File: config.mk
export PLATFORM = sky130hd
export DESIGN_NAME = lmh6401_spi_rx
export DESIGN_NICKNAME = d
export VERILOG_FILES = /design/src/rtl/lmh6401_pkg.sv /design/src/rtl/spi_input_sync.sv /design/src/rtl/lmh6401_spi_rx.sv
export SDC_FILE = /design/constraint.sdc
export NUM_CORES = 1
export LEC_CHECK = 0
export BUFFER_PORTS_ARGS = -buffer_cell sky130_fd_sc_hd__buf_2
export CELL_PAD_IN_SITES_DETAIL_PLACEMENT = 1
export CELL_PAD_IN_SITES_GLOBAL_PLACEMENT = 1
export CORE_ASPECT_RATIO = 0.8
export CORE_MARGIN = 5
export CORE_UTILIZATION = 42
export CTS_CLUSTER_SIZE = 10
export DETAILED_ROUTE_END_ITERATION = 16
export PLACE_DENSITY_LB_ADDON = 0.25
export SETUP_SLACK_MARGIN = 0.3
export SYNTH_ARGS = -nofsm -noshare
export SYNTH_HDL_FRONTEND = slang
export SYNTH_SLANG_ARGS = --single-unit
File: constraint.sdc
create_clock -name clk -period 4.22 [get_ports clk]
set_input_delay 1.266 -clock clk [delete_from_list [all_inputs] [get_ports clk]]
set_output_delay 1.266 -clock clk [all_outputs]
set_load 0.05 [all_outputs]
File: src/rtl/lmh6401_pkg.sv
`default_nettype none
// +--------------------------------------------------------------------------+
// | Package     : lmh6401_pkg                                                |
// | Description : Shared constants and types for the LMH6401 SPI responder:  |
// |               frame length, bit-counter limits, receive FSM state type   |
// |               and the bit positions inside error_out.                    |
// | Revision    : 1.0  initial release                                       |
// +--------------------------------------------------------------------------+
package lmh6401_pkg;

  localparam int FRAME_BITS = 16;

  // bit_cnt is 5 bits and saturates one past a full frame, so overlong
  // frames can never wrap back to look like a legal 16-bit frame.
  localparam int         BIT_CNT_W   = 5;
  localparam logic [4:0] BIT_CNT_MAX = 5'd17;

  localparam int ERR_BAD_LENGTH = 0;
  localparam int ERR_MULTI_CS   = 1;
  localparam int ERR_OVERFLOW   = 2;

  typedef enum logic [1:0] {
    ST_WAIT_IDLE = 2'd0,
    ST_IDLE      = 2'd1,
    ST_SHIFT     = 2'd2,
    ST_ABORT     = 2'd3
  } rx_state_e;

endpackage : lmh6401_pkg
`default_nettype wire

File: src/rtl/spi_input_sync.sv
`default_nettype none
// +--------------------------------------------------------------------------+
// | Module      : spi_input_sync                                             |
// | Description : SYNC_STAGES-deep flip-flop synchronizer for a bus of       |
// |               asynchronous SPI pins, plus a "primed" flag that rises     |
// |               once every stage holds a sample taken after reset.         |
// | Revision    : 1.0  initial release                                       |
// | Ports       : clk, reset  - system clock, sync active-high reset         |
// |               din         - raw asynchronous inputs                      |
// |               dout        - synchronized inputs                          |
// |               primed      - chain filled with post-reset samples         |
// +--------------------------------------------------------------------------+
module spi_input_sync #(
  parameter int               WIDTH       = 6,
  parameter int               SYNC_STAGES = 2,
  parameter logic [WIDTH-1:0] RESET_VAL   = '0
) (
  input  logic             clk,
  input  logic             reset,
  input  logic [WIDTH-1:0] din,
  output logic [WIDTH-1:0] dout,
  output logic             primed
);

  logic [WIDTH-1:0]       stage_q [SYNC_STAGES];
  logic [WIDTH-1:0]       stage_d [SYNC_STAGES];
  logic [SYNC_STAGES-1:0] fill_q;
  logic [SYNC_STAGES-1:0] fill_d;

  always_comb begin
    stage_d[0] = din;
    for (int i = 1; i < SYNC_STAGES; i++) begin
      stage_d[i] = stage_q[i-1];
    end
    fill_d = {fill_q[SYNC_STAGES-2:0], 1'b1};
  end

  always_ff @(posedge clk) begin
    if (reset) begin
      for (int i = 0; i < SYNC_STAGES; i++) begin
        stage_q[i] <= RESET_VAL;
      end
      fill_q <= '0;
    end else begin
      for (int i = 0; i < SYNC_STAGES; i++) begin
        stage_q[i] <= stage_d[i];
      end
      fill_q <= fill_d;
    end
  end

  assign dout   = stage_q[SYNC_STAGES-1];
  assign primed = fill_q[SYNC_STAGES-1];

endmodule : spi_input_sync
`default_nettype wire

File: src/rtl/lmh6401_spi_rx.sv
`default_nettype none
// +--------------------------------------------------------------------------+
// | Module      : lmh6401_spi_rx                                             |
// | Description : Oversampling SPI responder for the LMH6401 gain-control    |
// |               master. Each completed 16-bit CS-per-device frame becomes  |
// |               one stream word {channel, frame}. Nothing runs on sck.     |
// | Revision    : 1.0  initial release                                       |
// | Macro       : LMH6401_SPI_RX_ERR_EN - drive error_out; when undefined    |
// |               error_out is tied to zero.                                 |
// | Ports       : clk, reset            - system clock, sync reset (high)    |
// |               spi_sck/sdi/cs_n      - SPI inputs (responder side)        |
// |               word_out_valid/ready  - stream handshake                   |
// |               word_out_data         - {channel, frame[15:0]}             |
// |               error_out             - {overflow, multi_cs, bad_length}   |
// +--------------------------------------------------------------------------+
module lmh6401_spi_rx
  import lmh6401_pkg::*;
#(
  parameter int NUM_CHANNELS = 4,
  parameter int SYNC_STAGES  = 2
) (
  input  logic                                       clk,
  input  logic                                       reset,
  input  logic                                       spi_sck,
  input  logic                                       spi_sdi,
  input  logic [NUM_CHANNELS-1:0]                    spi_cs_n,
  output logic                                       word_out_valid,
  input  logic                                       word_out_ready,
  output logic [$clog2(NUM_CHANNELS)+FRAME_BITS-1:0] word_out_data,
  output logic [2:0]                                 error_out
);

  localparam int CH_W = $clog2(NUM_CHANNELS);
  localparam int DW   = CH_W + FRAME_BITS;
  localparam int SW   = NUM_CHANNELS + 2;
  // cs_n idles high, sck/sdi idle low.
  localparam logic [SW-1:0] SYNC_RST = {{NUM_CHANNELS{1'b1}}, 2'b00};

  logic [SW-1:0]           sync_bus;
  logic                    sync_primed;
  logic                    sck_s, sdi_s;
  logic [NUM_CHANNELS-1:0] cs_s;

  spi_input_sync #(
    .WIDTH      (SW),
    .SYNC_STAGES(SYNC_STAGES),
    .RESET_VAL  (SYNC_RST)
  ) u_sync (
    .clk   (clk),
    .reset (reset),
    .din   ({spi_cs_n, spi_sdi, spi_sck}),
    .dout  (sync_bus),
    .primed(sync_primed)
  );

  assign {cs_s, sdi_s, sck_s} = sync_bus;

  rx_state_e             state_q, state_d;
  logic [CH_W-1:0]       ch_q, ch_d;
  logic [BIT_CNT_W-1:0]  bit_cnt_q, bit_cnt_d;
  logic [FRAME_BITS-1:0] frame_q, frame_d;
  logic                  sck_prev_q, sck_prev_d;
  logic                  done_q, done_d;
  logic                  valid_q, valid_d;
  logic [DW-1:0]         data_q, data_d;
  logic                  sck_rise;

  assign sck_prev_d = sck_s;
  assign sck_rise   = sck_s & ~sck_prev_q;

  // Classify the synchronized chip selects.
  logic            any_low, multi_low, other_low;
  logic [CH_W-1:0] low_idx;

  always_comb begin
    any_low   = 1'b0;
    multi_low = 1'b0;
    other_low = 1'b0;
    low_idx   = '0;
    for (int i = 0; i < NUM_CHANNELS; i++) begin
      if (!cs_s[i]) begin
        if (any_low) multi_low = 1'b1;
        any_low = 1'b1;
        low_idx = CH_W'(i);
        if (CH_W'(i) != ch_q) other_low = 1'b1;
      end
    end
  end

`ifdef LMH6401_SPI_RX_ERR_EN
  logic       bad_len_det, multi_det;
  logic [2:0] err_q, err_d;
`endif

  always_comb begin
    state_d   = state_q;
    ch_d      = ch_q;
    bit_cnt_d = bit_cnt_q;
    frame_d   = frame_q;
    done_d    = 1'b0;
`ifdef LMH6401_SPI_RX_ERR_EN
    bad_len_det = 1'b0;
    multi_det   = 1'b0;
`endif
    case (state_q)
      // Wait for the synchronizer to hold real samples so a frame cut by
      // reset is never mistaken for the start of a new one.
      ST_WAIT_IDLE: begin
        if (sync_primed && !any_low) state_d = ST_IDLE;
      end
      ST_IDLE: begin
        if (multi_low) begin
`ifdef LMH6401_SPI_RX_ERR_EN
          multi_det = 1'b1;
`endif
          state_d = ST_ABORT;
        end else if (any_low) begin
          ch_d      = low_idx;
          bit_cnt_d = '0;
          state_d   = ST_SHIFT;
        end
      end
      ST_SHIFT: begin
        if (other_low) begin
`ifdef LMH6401_SPI_RX_ERR_EN
          multi_det = 1'b1;
`endif
          state_d = ST_ABORT;
        end else if (cs_s[ch_q]) begin
          if (bit_cnt_q == BIT_CNT_W'(FRAME_BITS)) begin
            done_d = 1'b1;
          end else begin
`ifdef LMH6401_SPI_RX_ERR_EN
            bad_len_det = 1'b1;
`endif
          end
          state_d = ST_IDLE;
        end else if (sck_rise) begin
          frame_d = {frame_q[FRAME_BITS-2:0], sdi_s};
          if (bit_cnt_q != BIT_CNT_MAX) bit_cnt_d = bit_cnt_q + 1'b1;
        end
      end
      ST_ABORT: begin
        if (!any_low) state_d = ST_IDLE;
      end
      default: state_d = ST_WAIT_IDLE;
    endcase
  end

  // One-entry holding register. done_q follows the FSM by one cycle; ch_q
  // and frame_q are still stable then because the next frame needs cs_n
  // setup time before anything is latched again.
  always_comb begin
    valid_d = valid_q;
    data_d  = data_q;
    if (valid_q && word_out_ready) valid_d = 1'b0;
    if (done_q && (!valid_q || word_out_ready)) begin
      valid_d = 1'b1;
      data_d  = {ch_q, frame_q};
    end
`ifdef LMH6401_SPI_RX_ERR_EN
    err_d                 = '0;
    err_d[ERR_BAD_LENGTH] = bad_len_det;
    err_d[ERR_MULTI_CS]   = multi_det;
    err_d[ERR_OVERFLOW]   = done_q && valid_q && !word_out_ready;
`endif
  end

  always_ff @(posedge clk) begin
    if (reset) begin
      state_q    <= ST_WAIT_IDLE;
      ch_q       <= '0;
      bit_cnt_q  <= '0;
      frame_q    <= '0;
      sck_prev_q <= 1'b0;
      done_q     <= 1'b0;
      valid_q    <= 1'b0;
      data_q     <= '0;
`ifdef LMH6401_SPI_RX_ERR_EN
      err_q      <= '0;
`endif
    end else begin
      state_q    <= state_d;
      ch_q       <= ch_d;
      bit_cnt_q  <= bit_cnt_d;
      frame_q    <= frame_d;
      sck_prev_q <= sck_prev_d;
      done_q     <= done_d;
      valid_q    <= valid_d;
      data_q     <= data_d;
`ifdef LMH6401_SPI_RX_ERR_EN
      err_q      <= err_d;
`endif
    end
  end

  assign word_out_valid = valid_q;
  assign word_out_data  = data_q;
`ifdef LMH6401_SPI_RX_ERR_EN
  assign error_out = err_q;
`else
  assign error_out = 3'b000;
`endif

endmodule : lmh6401_spi_rx
`default_nettype wire

==> metrics.cfg, run 1 <==
[synth]
synthFlopType=dfxtp_1
syn_area_um2=2510
yosysWarnings=0
ys_seq_area_frac=0.478
synth_seq_cells=60
asyncSetResetFlopFracSynth=0
synthCells=276
avgSynthCellArea_um2=9.10
yosysUniqueCellTypes=46
synth_edf_count=0

[timing]
min_period_over_period=0.590
setup_slack_ns=1.73
skew_ns=0.00633
setup_viol=0
timing.final.hold_violations=0
worst_pin_slew_ns=1.15
max_freq_ghz=0.402
rsz0062_at_grt=no
min_period_ns=2.49
drv_slew=0
finalSetupTns_ns=0
slew-limit-headroom=0.231

[floorplanning]
die_h_um=79.2
dieWidth_um=96.5
dieArea_um2=7630
io_pins=31
initial_core_util=0.429
core_area_um2=5850
row_count=25

[cts]
cts_resized=0
cts.clk_slew.worst_paths_ns=0.06
cts_buffers=9
cts_tree=built
post_cts_buffers=0
clock_path_buffers=2
cts_sinks=60
cts_root_buf=clkbuf_8
htreeDepth=3
clk_latency_ns=0.32
postCtsHoldBufs=0

[worst_setup_path]
cp-startpoint=u_sync.stage_q[0][11]
r2r_cells=5
cp-endpoint=frame_q[13]
path_max_fanout=16
path_class=flip-flop to flip-flop
cp-end-kind=flip-flop
start_kind=flip-flop
rrSetupSlack_ns=1.73
cp.arrival_ns=2.69
r2r-end=frame_q[13]
required_ns=4.42
reg2reg_from=u_sync.stage_q[0][11]

[grt]
grt_usage=0.158
grt_overflow=0
grt_pass1_wl_um=9330
grt_max_degree=39
antenna_found_initial=0
first_global_vias=1947

[power_and_ir_drop]
ir_drop_uv=262
power_density_nw_per_um2=425
p_leak_nw=1.23

[route]
first_pass_iters=4
wl_per_cell_um=14.0
vias=1934
final_antenna_net_count=0
drcViolationCount=0
routed_wl_um=5350
routed_via_density=5.08
drtIter0Drc=122

[placed_design]
port_buffers=27
place_ws_ns=1.73
post_dp_cell_area_um2=2660
dp_hpwl_um=3700
place.gp.congestion=0.801

[final_layout]
drive_above_1_share=0.190
fin_nets=313
post-route-cell-area_um2=2870
syn2layout_area_growth_pct=14.2
n_fill_cell=694
diodes=0

[flow_run]
maxCapViolCount=0

[status]
status=completed

[hold_path]
hold_path.class=flip-flop to flip-flop

registers in the layout, summed over array words and instances, names as in the netlist:
name	cells
word_out_data	18
frame_q	16
u_sync.stage_q	12
bit_cnt_q	5
ch_q	2
state_q	2
u_sync.fill_q	2
done_q	1
sck_prev_q	1
word_out_valid	1
report_power, final:
| group | internal, W | switching [W] |
|---|---|---|
| clock network | 0.000331 | 0.000201 |
| registers | 0.000579 | 0.0000152 |
| logic | 0.0000352 | 0.0000562 |
| total | 0.000945 | 0.000272 |
cells in the final DEF, fill, tap and decap left out, types with 2 or more instances in the layout:
master / synthesis / final
nand2b_1: 4 / 4
ha_1: 7 / 7
conb_1: 1 / 3
nor2_1: 20 / 20
o21a_1: 2 / 2
inv_1: 11 / 11
buf_2: 1 / 27
nand3_1: 4 / 4
nand4b_1: 3 / 3
nor3_1: 5 / 5
dfxtp_1: 60 / 60
clkbuf_8: 0 / 13
nor3b_1: 2 / 2
o31ai_1: 3 / 3
o21ai_0: 5 / 5
o211ai_1: 2 / 2
nand2_1: 44 / 44
nor2b_1: 5 / 5
or2_2: 9 / 9
mux2i_1: 21 / 21
a211oi_1: 3 / 3
a21oi_1: 25 / 25
worst max-delay path, stage by stage (launching register included):
cell       delay, ns
dfxtp_1         0.57
or3b_2          0.48
a21oi_1         0.22
o2111ai_2       0.64
mux2i_1         0.40
nor2_1          0.06
per-layer routing:
| layer | GRT usage | share of wire | vias up |
|---|---|---|---|
| met4 | 0.0378 | 0.0097 | 0 |
| met5 | 0 | 0 | - |
| li1 | - | - | 968 |
| met2 | 0.233 | 0.45 | 40 |
| met3 | 0.0644 | 0.034 | 6 |
| met1 | 0.215 | 0.51 | 920 |
synthesized netlist by cell type, types with 2 or more instances:
library cell | instances | area share
nand4b_1 | 3 | 0.010
o211ai_1 | 2 | 0.0060
a211oi_1 | 3 | 0.0090
mux2i_1 | 21 | 0.084
nand2b_1 | 4 | 0.010
nor2b_1 | 5 | 0.012
nor2_1 | 20 | 0.030
nand2_1 | 44 | 0.066
clkbuf_1 | 12 | 0.018
nor3_1 | 5 | 0.010
o21ai_0 | 5 | 0.010
ha_1 | 7 | 0.035
a21oi_1 | 25 | 0.050
o31ai_1 | 3 | 0.0090
o21a_1 | 2 | 0.0060
buf_4 | 4 | 0.012
nand3_1 | 4 | 0.0080
nor3b_1 | 2 | 0.0060
dfxtp_1 | 60 | 0.48
inv_1 | 11 | 0.016
or2_2 | 9 | 0.022
cell type report:
| class | count | area [µm²] | area share |
|---|---|---|---|
| clock inverters | 1 | 30.0 | 0.0105 |
| multi-input cells | 187 | 1170 | 0.409 |
| clock buffers | 13 | 179 | 0.0624 |
| repair buffers | 28 | 143 | 0.0498 |
| flip-flops and latches | 60 | 1200 | 0.419 |
| well taps | 81 | 101 | 0.0354 |
| inverters | 11 | 41.3 | 0.0144 |
cells by family after synthesis:
kind of cell	share of synthesized area
other cells	0.00149
compound gates	0.133
mux	0.0927
flops	0.478
buf+inv	0.0583
simple gates	0.198
xor+xnor	0.00349
fa+ha+maj	0.0349
through the flow:
step | instances | total power [W] | hold WS (ns) | utilization
4_1_cts | 381 | 0.00123 | 0.411 | 0.490
3_5_place_dp | 367 | 0.000698 | 0.395 | 0.454
2_1_floorplan | 278 | 0.000680 | 0.389 | -
6_report | 381 | 0.00122 | 0.409 | 0.490
5_1_grt | 381 | 0.00128 | 0.427 | 0.490
3_3_place_gp | 367 | 0.000693 | 0.393 | 0.454
worst min-delay path by stage:
stage / end / slack [ns] / startpoint / cells after the start
finish: u_sync.stage_q[0][8] / 0.41 / u_sync.stage_q[0][2] / 1
CTS: u_sync.stage_q[0][8] / 0.41 / u_sync.stage_q[0][2] / 1
floorplan: u_sync.stage_q[0][10] / 0.39 / u_sync.stage_q[0][4] / 1
global route: u_sync.stage_q[0][10] / 0.43 / u_sync.stage_q[0][4] / 1
global placement: u_sync.stage_q[0][9] / 0.39 / u_sync.stage_q[0][3] / 1
detailed placement: u_sync.stage_q[0][8] / 0.40 / u_sync.stage_q[0][2] / 1
Power figures use the tool's default switching activity.
==> run 2, diff against run 1 <==
--- a/config.mk
+++ b/config.mk
@@ -10,7 +10,7 @@
 export CELL_PAD_IN_SITES_GLOBAL_PLACEMENT = 1
 export CORE_ASPECT_RATIO = 0.8
 export CORE_MARGIN = 5
-export CORE_UTILIZATION = 42
+export CORE_UTILIZATION = 39
 export CTS_CLUSTER_SIZE = 10
 export DETAILED_ROUTE_END_ITERATION = 16
 export PLACE_DENSITY_LB_ADDON = 0.25
==> constraint.sdc (replaced) <==
create_clock -name clk -period 2.2 [get_ports clk]
set_input_delay 0.66 -clock clk [delete_from_list [all_inputs] [get_ports clk]]
set_output_delay 0.66 -clock clk [all_outputs]
set_load 0.05 [all_outputs]
==> run 2 against run 1 <==
Net effect: critical path depth stayed put; flip-flop and latch count stayed put; utilization hardly changed; worst setup slack worse by 1.5 ns; final cell count is 5.0% higher; hold slack worse by 0.0033 ns; cell area is 7.9% higher; register-to-register slack worse by 1.5 ns; clock-buffer cell count is 1 lower; critical path type unchanged.
==> metrics.cfg, run 2 (synthesis gave the netlist of run 1 again) <==
[floorplanning]
io_pins=31
die_h_um=81.8
dieWidth_um=99.7
row_count=26
initial_core_util=0.398
dieArea_um2=8150
core_area_um2=6310

[worst_setup_path]
r2r-end=bit_cnt_q[0]
cp.arrival_ns=2.21
start_kind=flip-flop
rrSetupSlack_ns=0.27
required_ns=2.47
path_class=flip-flop to flip-flop
cp-end-kind=flip-flop
r2r_cells=5
path_max_fanout=8
reg2reg_from=u_sync.stage_q[0][10]

[power_and_ir_drop]
p_leak_nw=1.30
ir_drop_uv=416
combPwrFrac=0.102
swShare=0.262
p_seq_frac=0.510
p_int_w=0.00164
switchingPower_w=0.000583
power_density_nw_per_um2=719
pwr-share-clk=0.388

[final_layout]
diodes=0
drive_above_1_share=0.285
multi_input_area_um2=1270
most-common-layout-cells=54 x dfxtp_1, 44 x nand2_1, 27 x buf_2, 24 x a21oi_1
register_area_um2=1210
final_common_cell=dfxtp_1
n_fill_cell=762
post-route-cell-area_um2=3090
largest_reg_flops=18
syn2layout_area_growth_pct=23.2
fin_nets=327

[grt]
antenna_found_initial=0
grt_max_degree=53
grt_usage=0.144
grt_overflow=0
grt_pass1_wl_um=9110
first_global_vias=1982

[placed_design]
post_dp_cell_area_um2=2750
port_buffers=27
place.gp.congestion=0.763
dp_hpwl_um=3620

[flow_run]
maxCapViolCount=0

[hold_path]
hold_path.class=flip-flop to flip-flop
hold_end=u_sync.stage_q[0][10]
hold_start=u_sync.stage_q[0][4]
min_path_cells=1

[route]
wl_per_cell_um=14.0
first_pass_iters=4
drtIter0Drc=47
vias=1969
final_antenna_net_count=0
routed_wl_um=5580
drcViolationCount=0
routed_via_density=4.92

[timing]
whs_ns=0.406
timing.final.hold_violations=0
min_period_ns=1.93
max_freq_ghz=0.517
skew_ns=0.00847
min_period_over_period=0.879
setup_viol=0
drv_slew=0
rsz0062_at_grt=yes
finalSetupTns_ns=0

[cts]
cts.clk_slew.worst_paths_ns=0.07
clock_path_buffers=2
clk_latency_ns=0.34
cts_root_buf=clkbuf_8
htreeDepth=3
cts_sinks=60
cts_buffers=9
cts_tree=built

[status]
status=completed

-- run 2: cell types whose count changed in the layout (fill, tap and decap cells not counted), sizes merged --
cell / before / now
buf: 28 / 41
bufinv: 1 / 0
clkinvlp: 0 / 2
clkinv: 0 / 2
-- run 2: worst max-delay path, stage by stage (launching register included) --
cell and delay [ns]:
dfxtp_4 0.37, mux4_2 0.50, a2111oi_4 0.29, nor2_2 0.08, or4_4 0.49, a21boi_2 0.13
-- run 2: layout make-up --
class | instances | share of cell area
clock buffers | 12 | 0.0469
multi-input cells | 187 | 0.412
clock inverters | 4 | 0.00809
inverters | 11 | 0.0133
flip-flops and latches | 60 | 0.392
repair buffers | 42 | 0.0939
well taps | 84 | 0.0340
-- run 2: power by group through the flow --
stage | Clock (W) | Combinational [W] | Sequential, W
after floorplan | 0 | 0.000158 | 0.00115
after global placement | 0 | 0.000197 | 0.00116
after detailed placement | 0 | 0.000201 | 0.00116
after CTS | 0.000892 | 0.000209 | 0.00113
after global routing | 0.000949 | 0.000252 | 0.00114
final | 0.000863 | 0.000227 | 0.00113
-- run 2: metrics by stage --
step	utilization	power, W	std cells	setup WS (ns)
3_5_place_dp	0.436	0.00136	380	0.210
4_1_cts	0.471	0.00223	398	0.203
2_1_floorplan	-	0.00130	278	0.251
6_report	0.490	0.00222	400	0.266
3_3_place_gp	0.436	0.00135	380	0.252
5_1_grt	0.490	0.00234	400	0.208
-- run 2: per-layer routing --
| metal | GRT usage | share of wire | wire [µm] | vias to the layer above |
|---|---|---|---|---|
| li1 | - | - | - | 998 |
| met1 | 0.183 | 0.49 | 2760 | 928 |
| met2 | 0.225 | 0.44 | 2460 | 37 |
| met3 | 0.0603 | 0.054 | 302 | 6 |
| met4 | 0.0409 | 0.0091 | 51 | 0 |
| met5 | 0 | 0 | 0 | - |
-- run 2: worst max path at each step --
stage / startpoint / slack, ns / cells after the start / end
6_report: u_sync.stage_q[0][10] / 0.27 / 5 / bit_cnt_q[0]
4_1_cts: ch_q[0] / 0.20 / 5 / bit_cnt_q[0]
5_1_grt: u_sync.stage_q[0][10] / 0.21 / 5 / bit_cnt_q[0]
3_5_place_dp: u_sync.stage_q[0][10] / 0.21 / 5 / bit_cnt_q[0]
2_1_floorplan: ch_q[0] / 0.25 / 6 / bit_cnt_q[0]
3_3_place_gp: u_sync.stage_q[0][10] / 0.25 / 5 / bit_cnt_q[4]
-- run 2: repair_timing --
action,in CTS,in global routing
gates cloned,0,1
setup buffers,2,1
endpoints found under the setup margin,20,22
resized for setup,11,18
hold buffers,0,0
pin swaps,4,4
